<file path="src/rtl/kbd_pkg.sv">
// kbd_pkg: shared FSM states, prefix codes and event field positions
package kbd_pkg;

    typedef enum logic [1:0] {POLL, READ, DECODE} kbd_state_t;

    localparam logic [7:0] KBD_EXT = 8'hE0;
    localparam logic [7:0] KBD_BRK = 8'hF0;

    localparam int EVT_BRK = 15;
    localparam int EVT_EXT = 14;

endpackage

</file>
<file path="src/rtl/kbd_evt_fifo.sv">
// kbd_evt_fifo: small synchronous FIFO with a registered head word
module kbd_evt_fifo #(
    parameter int DEPTH = 4,
    parameter int W     = 16
) (
    input  logic         clk,
    input  logic         rst_n,
    input  logic         push,
    input  logic [W-1:0] din,
    input  logic         pop,
    output logic         full,
    output logic         empty,
    output logic [W-1:0] head
);

    localparam int AW = $clog2(DEPTH);

    logic [W-1:0]  mem [DEPTH];
    logic [AW-1:0] wr_ptr, rd_ptr, rd_d;
    logic [AW:0]   cnt, cnt_d;
    logic [W-1:0]  head_d;
    logic          do_push, do_pop;

    assign full  = cnt == (AW+1)'(DEPTH);
    assign empty = cnt == '0;

    // A full FIFO still accepts a push when the head leaves in the same cycle;
    // the head register looks ahead so it is valid right after the edge.
    always_comb begin
        do_push = push && (!full || pop);
        do_pop  = pop && !empty;
        rd_d    = rd_ptr + AW'(do_pop);
        cnt_d   = cnt + (AW+1)'(do_push) - (AW+1)'(do_pop);
        head_d  = (cnt_d == '0) ? '0 : (do_push && wr_ptr == rd_d) ? din : mem[rd_d];
    end

    // Storage array; contents are only observed through valid pointers.
    always_ff @(posedge clk) begin
        if (do_push) mem[wr_ptr] <= din;
    end

    // Pointers, occupancy and registered head.
    always_ff @(posedge clk or negedge rst_n) begin
        if (!rst_n) begin
            wr_ptr <= '0;
            rd_ptr <= '0;
            cnt    <= '0;
            head   <= '0;
        end else begin
            wr_ptr <= wr_ptr + AW'(do_push);
            rd_ptr <= rd_d;
            cnt    <= cnt_d;
            head   <= head_d;
        end
    end

endmodule

</file>
<file path="src/rtl/kbd_event_ctrl.sv">
// kbd_event_ctrl: polls the PS/2 receiver, folds E0/F0 prefixes and queues key events
module kbd_event_ctrl
    import kbd_pkg::*;
#(
    parameter int FIFO_DEPTH     = 4,
    parameter int PREFIX_TIMEOUT = 50000
) (
    input  logic        clk,
    input  logic        rst_n,
    input  logic [15:0] kbd_dout,
    output logic        kbd_ack,
    output logic        evt_valid,
    output logic [15:0] evt_data,
    input  logic        evt_pop,
    output logic        evt_ovf,
    input  logic        ovf_clr
);

    localparam logic [15:0] TMO_LAST = 16'(PREFIX_TIMEOUT - 1);

    kbd_state_t  state, state_d;
    logic [7:0]  byte_q;
    logic        ext, brk;
    logic [15:0] tmo;
    logic        enter_read, expire, push, full, empty;
    logic [15:0] evt_in;
    logic        unused_hi;

    assign unused_hi = ^kbd_dout[15:8];

    // Next state, ack strobe, push decision and event assembly.
    always_comb begin
        state_d         = (state == POLL) ? (kbd_dout[0] ? READ : POLL)
                        : (state == READ) ? DECODE : POLL;
        kbd_ack         = state == READ;
        enter_read      = state == POLL && kbd_dout[0];
        expire          = state == POLL && (ext || brk) && tmo == TMO_LAST;
        push            = state == DECODE && byte_q != KBD_EXT && byte_q != KBD_BRK;
        evt_in          = {8'h00, byte_q};
        evt_in[EVT_BRK] = brk;
        evt_in[EVT_EXT] = ext;
    end

    // FSM state register.
    always_ff @(posedge clk or negedge rst_n) begin
        if (!rst_n) state <= POLL;
        else        state <= state_d;
    end

    // Byte latch, prefix flags, prefix timeout and sticky overflow.
    always_ff @(posedge clk or negedge rst_n) begin
        if (!rst_n) begin
            byte_q  <= '0;
            ext     <= 1'b0;
            brk     <= 1'b0;
            tmo     <= '0;
            evt_ovf <= 1'b0;
        end else begin
            if (state == READ) byte_q <= kbd_dout[7:0];
            if (state == DECODE) begin
                ext <= byte_q == KBD_EXT || (ext && byte_q == KBD_BRK);
                brk <= byte_q == KBD_BRK || (brk && byte_q == KBD_EXT);
            end else if (expire) begin
                ext <= 1'b0;
                brk <= 1'b0;
            end
            if (enter_read || !(ext || brk) || expire) tmo <= '0;
            else if (state == POLL)                    tmo <= tmo + 16'd1;
            if (push && full && !evt_pop) evt_ovf <= 1'b1;
            else if (ovf_clr)             evt_ovf <= 1'b0;
        end
    end

    kbd_evt_fifo #(.DEPTH(FIFO_DEPTH), .W(16)) u_fifo (
        .clk   (clk),
        .rst_n (rst_n),
        .push  (push),
        .din   (evt_in),
        .pop   (evt_pop),
        .full  (full),
        .empty (empty),
        .head  (evt_data)
    );

    assign evt_valid = !empty;

endmodule

</file>
<file path="config.mk">
export PLATFORM = sky130hd
export DESIGN_NAME = kbd_event_ctrl
export DESIGN_NICKNAME = d
export VERILOG_FILES = /design/src/rtl/kbd_pkg.sv /design/src/rtl/kbd_evt_fifo.sv /design/src/rtl/kbd_event_ctrl.sv
export SDC_FILE = /design/constraint.sdc
export NUM_CORES = 1
export LEC_CHECK = 0
export CAP_MARGIN = 40
export CORE_UTILIZATION = 40
export DETAILED_ROUTE_END_ITERATION = 12
export SYNTH_ARGS = -nofsm -noshare
export SYNTH_HDL_FRONTEND = slang
export SYNTH_SLANG_ARGS = --single-unit
</file>
<file path="constraint.sdc">
create_clock -name clk -period 4.6 [get_ports clk]
set_input_delay 0.69 -clock clk [delete_from_list [all_inputs] [get_ports clk]]
set_output_delay 0.69 -clock clk [all_outputs]
set_load 0.1 [all_outputs]
</file>
# Word-level counts from Yosys, hierarchy flattened
# Memory sizes are Yosys's and may differ from the RTL's.
# Index checks and enable logic that the tools add are counted.
# W data, S select, Z words.
dict set report word_totals {
  regBits 52
  ramBits 40
  inputBits 20
  out_inout_bits 19
  word_cells 67
  n_memories 1
}
dict set report classes {
  add_sub_neg 5
  n_eq_ne 9
  mux 14
  n_reduce_logical 28
}
# name depth word_bits rd rd_clocked_by_memory_dff wr line
set mem_list {}
lappend mem_list {u_fifo.mem 4 10 1 0 1 kbd_evt_fifo.sv:18} ;# logic [W-1:0] mem [DEPTH];
# cell count
set op_table {}
lappend op_table {{$mux W16} 4}
lappend op_table {{$add A16 B1 Y16 const B} 1}
lappend op_table {{$eq A16 B16 Y1 const B} 1}
lappend op_table {{$eq A8 B8 Y1 const B} 2}
lappend op_table {{$ne A8 B8 Y1 const B} 2}
lappend op_table {{$logic_and A1 B1 Y1} 12}
lappend op_table {{$mux W1} 8}
lappend op_table {{$logic_not A3 Y1} 2}
lappend op_table {{$logic_or A1 B1 Y1} 6}
lappend op_table {{$reduce_bool A2 Y1} 3}
lappend op_table {{$add A2 B1 Y2} 2}
lappend op_table {{$logic_not A1 Y1} 4}
lappend op_table {{$mux W2} 2}
lappend op_table {{$add A3 B1 Y3} 1}
lappend op_table {{$eq A3 B3 Y1 const B} 1}
lappend op_table {{$sub A3 B1 Y3} 1}
lappend op_table {{$eq A2 B1 Y1 const B} 1}
lappend op_table {{$eq A2 B2 Y1} 1}
lappend op_table {{$eq A2 B2 Y1 const B} 1}
lappend op_table {{$logic_not A2 Y1} 1}

# Longest topological paths before layout
# Gate-level depths: netlist of the first run.
dict set report logic_depth {
  word_depth 8
  mapped_depth 12
  ltp_nobuf 11
}

# Modules after synthesis
# From an unflattened synthesis of the first run, not the netlist that was laid out.
dict set report hier_totals {
  cells_unflattened 289
  area_unflattened_um2 4780.8
}
# mod n_inst cells_each area_each_um2
set by_module_without_submodules {}
lappend by_module_without_submodules {kbd_evt_fifo 1 166 3412.0}
lappend by_module_without_submodules {kbd_event_ctrl 1 123 1368.8}

# Worst setup path before layout of the first run
# No wires, ideal clock.
dict set report synth_timing {
  path_kind {register to register}
  startpoint {register u_fifo.cnt[1]}
  endpoint {register u_fifo.head[0]}
  t_arrival_ps 3306
  setup_slack_ps 1166
  path_stages_with_launch 13
  path_cell_list {dfrtp_1 > or3_1 > and2_1 > ha_1 > inv_1 > ha_1 > inv_1 > fa_1 > xnor3_1 > inv_1 > or3_1 > clkbuf_1 > a21boi_0}
}
dict set report synth_via {
  elab_cells_between_ends 16
  cone_classes {add/sub (3); eq/ne (2); mux (2); reduce/logical (8); memory (1)}
}
# element line
set synth_lines {}
lappend synth_lines {{start: declaration} kbd_evt_fifo.sv:20} ;# logic [AW:0] cnt, cnt_d;
lappend synth_lines {{start signal: assignment} kbd_evt_fifo.sv:52} ;# cnt <= cnt_d;
lappend synth_lines {{$logic_not A3 Y1} kbd_evt_fifo.sv:25} ;# assign empty = cnt == '0;
lappend synth_lines {{$logic_not A1 Y1} --}
lappend synth_lines {{net evt_valid} kbd_event_ctrl.sv:12} ;# output logic evt_valid,
lappend synth_lines {{$logic_and A1 B1 Y1} kbd_evt_fifo.sv:31} ;# do_pop = pop && !empty;
lappend synth_lines {{$sub A3 B1 Y3} kbd_evt_fifo.sv:33} ;# cnt_d = cnt + (AW+1)'(do_push) - (AW+1)'(do_pop);
lappend synth_lines {{net u_fifo.cnt_d[2]} kbd_evt_fifo.sv:20}
lappend synth_lines {{$logic_not A3 Y1} kbd_evt_fifo.sv:34} ;# head_d = (cnt_d == '0) ? '0 : (do_push && wr_ptr == rd_d) ? din : mem[rd_d];
lappend synth_lines {{$mux W16} kbd_evt_fifo.sv:34}
lappend synth_lines {{net u_fifo.head_d[0]} kbd_evt_fifo.sv:21} ;# logic [W-1:0] head_d;
lappend synth_lines {{end signal: assignment} kbd_evt_fifo.sv:48} ;# head <= '0;
lappend synth_lines {{end signal: assignment} kbd_evt_fifo.sv:53} ;# head <= head_d;
lappend synth_lines {{end: declaration} kbd_evt_fifo.sv:13} ;# output logic [W-1:0] head
# The timed path passes the listed nets, and every way through them passes these cells.
# A chain may end at the register's enable or synchronous reset.

# Final worst setup path of the first run
dict set report layout_timing {
  startpoint {input port evt_pop}
  endpoint {register u_fifo.head[0]}
}
dict set report layout_via {
  elab_chain_cells 6
  elab_cells_between_ends 12
  cone_classes {add/sub (3); eq/ne (1); mux (2); reduce/logical (5); memory (1)}
}
# element line
set layout_rtl {}
lappend layout_rtl {{start: declaration} kbd_event_ctrl.sv:14} ;# input logic evt_pop,
lappend layout_rtl {{$logic_or A1 B1 Y1} kbd_evt_fifo.sv:30} ;# do_push = push && (!full || pop);
lappend layout_rtl {{$logic_and A1 B1 Y1} kbd_evt_fifo.sv:30}
lappend layout_rtl {{$add A3 B1 Y3} kbd_evt_fifo.sv:33}
lappend layout_rtl {{$sub A3 B1 Y3 (*)} kbd_evt_fifo.sv:33}
lappend layout_rtl {{net u_fifo.cnt_d[2]} kbd_evt_fifo.sv:20}
lappend layout_rtl {{$logic_not A3 Y1 (*)} kbd_evt_fifo.sv:34}
lappend layout_rtl {{$mux W16 (*)} kbd_evt_fifo.sv:34}
lappend layout_rtl {{net u_fifo.head_d[0]} kbd_evt_fifo.sv:21}
# Mark *: on every way through the listed nets, which the timed path passes. The rest lies on a longest branch.

==> results of run 1 <==
-- final cells by class --
type | count | area, um^2 | area share
clock buffers | 12 | 145 | 0.0324
clock inverters | 4 | 23.8 | 0.00531
inverters | 11 | 41.3 | 0.00923
multi-input cells | 161 | 1270 | 0.285
flip-flops and latches | 86 | 2350 | 0.526
well taps | 108 | 135 | 0.0302
repair buffers | 45 | 503 | 0.112
-- routing by layer --
metal	global-route usage	up-vias
met5	0	-
met4	0.0586	0
met3	0.0340	10
met2	0.267	35
met1	0.223	1108
li1	-	1069
-- power by group --
| part | switching (mW) | internal [mW] |
|---|---|---|
| sequential | 0.115 | 0.990 |
| combinational | 0.827 | 0.557 |
| clock | 0.256 | 0.209 |
| total | 1.20 | 1.76 |
-- critical path, delay by kind of cell --
kind | cells | cell delay, ps
AND/OR/NAND/NOR | 2 | 1040
buffers and inverters | 4 | 670
AO/OA/AOI/OAI | 2 | 480
XOR/XNOR | 1 | 380
adder cells (fa/ha/maj) | 2 | 350
-- cell usage after synthesis (3+ instances only) --
library cell | n | area share
nor2_1 | 14 | 0.014
a21boi_0 | 11 | 0.022
nand2_1 | 11 | 0.011
or3_1 | 8 | 0.013
xnor2_1 | 7 | 0.016
nand3_1 | 12 | 0.016
xor2_1 | 5 | 0.012
and2_1 | 3 | 0.0050
a21oi_1 | 6 | 0.0081
o21ai_0 | 18 | 0.024
nand4_1 | 3 | 0.0050
mux4_2 | 10 | 0.060
ha_1 | 5 | 0.017
inv_1 | 11 | 0.011
clkbuf_1 | 4 | 0.0040
nor3_1 | 5 | 0.0067
edfxtp_1 | 40 | 0.32
mux2_2 | 7 | 0.021
buf_4 | 6 | 0.012
dfrtp_1 | 46 | 0.31
-- kinds of logic (layout without fill, tap and decap cells) --
family | count (synthesis) | after routing | share of synthesized area
AO/OA/AOI/OAI | 43 | 43 | 0.0732
XOR/XNOR | 14 | 14 | 0.0403
adder cells (fa/ha/maj) | 6 | 6 | 0.0221
buffers and inverters | 25 | 72 | 0.0339
flip-flops | 86 | 86 | 0.631
multiplexers | 17 | 17 | 0.0815
other | 1 | 6 | 0.00101
AND/OR/NAND/NOR | 75 | 75 | 0.117
-- registers in the layout, summed over array words and instances, names as in the netlist --
signal and count:
u_fifo.wr_ptr 2, u_fifo.mem 40, evt_ovf 1, byte_q 8, u_fifo.rd_ptr 2, tmo 16
u_fifo.cnt 3, brk 1, ext 1, state 2, u_fifo.head 10
-- final timing paths --
path                                from  cells past startpoint             end
min in group clk                 evt_ovf                      2         evt_ovf
hold / removal                     rst_n                      1  u_fifo.head[7]
hold reg to reg                  evt_ovf                      2         evt_ovf
setup / recovery                 evt_pop                     11  u_fifo.head[0]
setup reg to reg           u_fifo.cnt[1]                     11  u_fifo.head[0]
max in group asynchronous          rst_n                      2         evt_ovf
-- through the flow --
stage          hold WS (ps)  setup WS (ps)   util  power (mW)
2_1_floorplan           394           1170      -        2.04
3_3_place_gp            521            915  0.459        2.33
3_5_place_dp            532            880  0.484        2.52
4_1_cts                 264           1240  0.503        2.99
5_1_grt                 272            978  0.503        3.13
6_report                258           1240  0.503        2.95
==> flow_metrics.py, run 1 <==
metrics = {
    "global_routing": {
        "grt_max_degree": 31,
        "grt_usage": 0.165,
        "overflow": 0,
        "antenna_found_initial": 0,
        "grt_pass1_wl_mm": 12.1,
        "grt_pass1_vias": 2348,
    },
    "routing": {
        "vias": 2222,
        "viasPerCell": 5.20,
        "ant_nets": 0,
        "wl_mm": 6.98,
        "route.met2.wl_mm": 3.44,
        "dr.max_layer_used": "met4",
        "drtIter0Drc": 91,
        "wl_met3_um": 178,
        "dr.pass1.iters": 10,
        "drt-met1-wl_mm": 3.27,
        "drc": 5,
        "post_drt_wl_per_cell_um": 16.4,
    },
    "floorplanning": {
        "die_y_um": 98.5,
        "boundaryPins": 39,
        "initial_core_util": 0.419,
        "rows": 34,
        "core-area_um2": 8890,
        "dieArea_um2": 9710,
        "fp.dieW_um": 98.5,
    },
    "critical_path": {
        "path_common_cell": "inv_1",
        "rrSetupSlack_ps": 1540,
        "crit_path_max_fanout": 10,
        "arrival_ps": 3600,
        "path_class": "input port to flip-flop",
        "crit_required_ps": 4840,
        "slowest_stage": "or4b_2",
        "end_kind": "flip-flop",
        "path_cells": "clkdlybuf4s50_1 -> or4b_2 -> o211ai_1 -> inv_1 -> ha_1 -> inv_1 -> fa_1 -> xnor3_1 -> inv_1 -> or3_1 -> a21boi_0",
        "max_stage_delay_ps": 750,
        "worstSetupStartpointType": "input port",
    },
    "timing": {
        "setup_tns_ps": 0,
        "relSlewSlack": 0.509,
        "setup_viol": 0,
        "fin_worst_skew_ps": 5.97,
        "fmax_mhz": 297,
        "post-route-period-util": 0.731,
        "tightest_slew_ps": 736,
        "hold_viol": 0,
        "finalMaxSlewViolations": 0,
        "rsz0062_at_grt": "no",
        "finalCriticalPeriod_ps": 3360,
    },
    "synth": {
        "synthFlopType": "dfrtp_1",
        "yosys_warnings": 0,
        "ys_async_sr_fraction": 0.535,
        "ys_seq_elements": 86,
        "netlist_instances": 267,
        "ys_types": 48,
        "synth_edf_count": 40,
        "yosysSeqAreaShare": 0.631,
        "syn_area_um2": 3730,
        "synth_area_per_cell_um2": 14.0,
    },
    "clocking": {
        "postCtsSetupBuffers": 0,
        "post_cts_resized": 0,
        "insertion_delay_ps": 340,
        "htreeDepth": 3,
        "path_clk_slew_ps": 80,
        "numCtsBuffers": 9,
        "cts_hold_buf": 0,
        "cts-root-buf": "clkbuf_8",
        "cts_tree": "yes",
        "cts.sinks": 86,
        "clk_path_buf_depth": 2,
    },
    "power_and_ir_drop": {
        "leakage_nw": 1.67,
        "vdd.ir_drop.worst_v": 0.000347,
        "power.density_nw_per_um2": 660,
    },
    "layout": {
        "fin_nets": 340,
        "fill_cells": 771,
        "final_common_cell": "dfrtp_1",
        "postLayoutCellArea_um2": 4470,
        "final_cell_mix": "dfrtp_1, edfxtp_1, clkdlybuf4s50_1",
        "layout-drive-gt1-share": 0.182,
        "area_growth_pct": 20.0,
        "diodes": 0,
        "final_cells": 427,
    },
    "run_status": {
        "violations": "DRC",
        "run_status": "finished with violations",
    },
    "placement": {
        "dpl_cell_area_um2": 4310,
        "placed_cells": 411,
        "dpl.hpwl_mm": 4.77,
        "place_congestion": 0.777,
        "io_buffers": 24,
    },
    "run": {
        "maxCapViolCount": 0,
    },
    "worst_hold_path": {
        "hold_path_class": "input port to async pin",
    },
}
Note: power is estimated with default switching activity, not from simulation.
==> run 2, diff against run 1 <==
==> constraint.sdc (replaced) <==
create_clock -name clk -period 2.9 [get_ports clk]
set_input_delay 0.435 -clock clk [delete_from_list [all_inputs] [get_ports clk]]
set_output_delay 0.435 -clock clk [all_outputs]
set_load 0.1 [all_outputs]
==> flow_metrics.py, run 2 (synthesized netlist as in run 1, its figures left out) <==
metrics = {
    "timing": {
        "tightest_slew_ps": 716,
        "relSlewSlack": 0.523,
        "hold_viol": 0,
        "fmax_mhz": 367,
        "finalCriticalPeriod_ps": 2730,
        "post-route-period-util": 0.940,
        "fin_worst_skew_ps": 11.1,
        "whs_ps": 131,
        "setup_viol": 0,
        "worst_slack_ps": 173,
        "finalMaxSlewViolations": 0,
        "rsz0062_at_grt": "no",
    },
    "routing": {
        "viasPerCell": 5.23,
        "vias": 2198,
        "drtIter0Drc": 133,
        "wl_mm": 6.89,
        "drc": 4,
        "dr.pass1.iters": 10,
        "ant_nets": 0,
        "post_drt_wl_per_cell_um": 16.4,
    },
    "placement": {
        "dp_slack_ps": -319,
        "place_congestion": 0.788,
        "dpl.hpwl_mm": 4.72,
        "io_buffers": 24,
    },
    "power_and_ir_drop": {
        "leakage_nw": 1.63,
        "vdd.ir_drop.worst_v": 0.000507,
        "p_clk_frac": 0.174,
        "power.density_nw_per_um2": 1040,
        "combPwrFrac": 0.438,
        "p_sw_mw": 1.85,
        "p_int_mw": 2.66,
        "power_frac_seq": 0.388,
        "sw_frac_of_total": 0.411,
    },
    "floorplanning": {
        "dieArea_um2": 9710,
        "die_y_um": 98.5,
        "core-area_um2": 8890,
        "initial_core_util": 0.419,
        "boundaryPins": 39,
        "rows": 34,
        "fp.dieW_um": 98.5,
    },
    "critical_path": {
        "end_kind": "flip-flop",
        "arrival_ps": 2950,
        "slowest_stage": "dfrtp_1",
        "crit_required_ps": 3130,
        "path_common_cell": "inv_1",
        "path_delay_family": "simple AND/OR/NAND/NOR gates",
        "worstSetupStartpointType": "flip-flop",
        "crit_path_max_fanout": 10,
        "crit_buf_inv": 3,
        "path_cells": "or3_4 -> and2_4 -> ha_1 -> inv_1 -> ha_1 -> inv_1 -> fa_1 -> xnor3_1 -> inv_1 -> or3_4 -> a21boi_0",
        "max_stage_delay_ps": 400,
        "path_class": "flip-flop to flip-flop",
    },
    "worst_hold_path": {
        "hold_path_class": "input port to async pin",
    },
    "layout": {
        "top_regs": "u_fifo.mem x40, tmo x16, u_fifo.head x10",
        "area_growth_pct": 16.0,
        "top_register": "u_fifo.mem",
        "largest_register_ffs": 40,
        "layout-drive-gt1-share": 0.215,
        "final_cell_mix": "dfrtp_1, edfxtp_1, buf_4",
        "diodes": 0,
        "fin_nets": 333,
        "final_common_cell": "dfrtp_1",
    },
    "global_routing": {
        "grt_max_degree": 29,
        "grt_usage": 0.159,
        "overflow": 0,
        "grt_pass1_wl_mm": 11.6,
        "antenna_found_initial": 0,
        "grt_pass1_vias": 2231,
    },
    "clocking": {
        "cts.sinks": 86,
        "clk_path_buf_depth": 2,
        "cts_hold_buf": 0,
        "htreeDepth": 3,
        "cts_tree": "yes",
        "numCtsBuffers": 9,
        "insertion_delay_ps": 350,
        "path_clk_slew_ps": 90,
        "cts-root-buf": "clkbuf_8",
    },
    "run": {
        "maxCapViolCount": 0,
    },
    "run_status": {
        "violations": "DRC",
        "run_status": "finished with violations",
    },
}
## run 2: cell count changes in the layout (fill, tap and decap cells not counted), sizes merged
cell           change
clkdlybuf4s50     -13
buf                +6
clkbuf             +1
clkinv             -1
## run 2: metal layers
metal,wire length (um),vias to the layer above,track usage
met4,131,0,0.0689
met5,0,-,0
met3,232,12,0.0305
met1,3170,1084,0.210
li1,-,1059,-
met2,3350,43,0.258
## run 2: path summary, 6_finish.rpt
path / start / end / slack, ps / cells past startpoint
worst min register to register: u_fifo.rd_ptr[0] / u_fifo.rd_ptr[0] / 540 / 1
worst min-delay path: rst_n / u_fifo.head[6] / 130 / 1
max in group asynchronous: rst_n / tmo[1] / 2220 / 2
worst max-delay path: u_fifo.cnt[2] / u_fifo.head[1] / 170 / 11
worst max register to register: u_fifo.cnt[2] / u_fifo.head[1] / 170 / 11
min in group clk: u_fifo.rd_ptr[0] / u_fifo.rd_ptr[0] / 540 / 1
## run 2: power groups by stage
| stage | sequential (mW) | clock [mW] | combinational (mW) |
|---|---|---|---|
| 2_1_floorplan | 2.25 | 0 | 1.00 |
| 3_3_place_gp | 1.77 | 0 | 1.93 |
| 3_5_place_dp | 1.78 | 0 | 1.97 |
| 4_1_cts | 1.75 | 0.808 | 1.98 |
| 5_1_grt | 1.79 | 0.857 | 2.13 |
| 6_report | 1.75 | 0.786 | 1.97 |
## run 2: cell type report
cell class                 instances  area, um^2
timing repair buffer              38         328
fill                             757        4570
sequential                        86        2350
inverter                          11        41.3
clock inverter                     3        18.8
clock buffer                      13         169
multi-input combinational        161        1280
tap                              108         135
## run 2: stage by stage
| step | setup TNS [ps] | power, mW | cells | util | instance area, um^2 |
|---|---|---|---|---|---|
| floorplan | 0 | 3.25 | 272 | - | 3760 |
| global route | 0 | 4.77 | 420 | 0.486 | 4330 |
| detailed placement | -3050 | 3.75 | 403 | 0.464 | 4130 |
| global placement | -2180 | 3.70 | 402 | 0.461 | 4100 |
| finish | 0 | 4.51 | 420 | 0.486 | 4330 |
| CTS | 0 | 4.54 | 419 | 0.485 | 4310 |
## run 2: repair_timing
item / 4_1_cts / 5_1_grt
endpoints found under the setup margin: 0 / 10
setup buffers: 0 / 1
gates resized for setup: 0 / 1
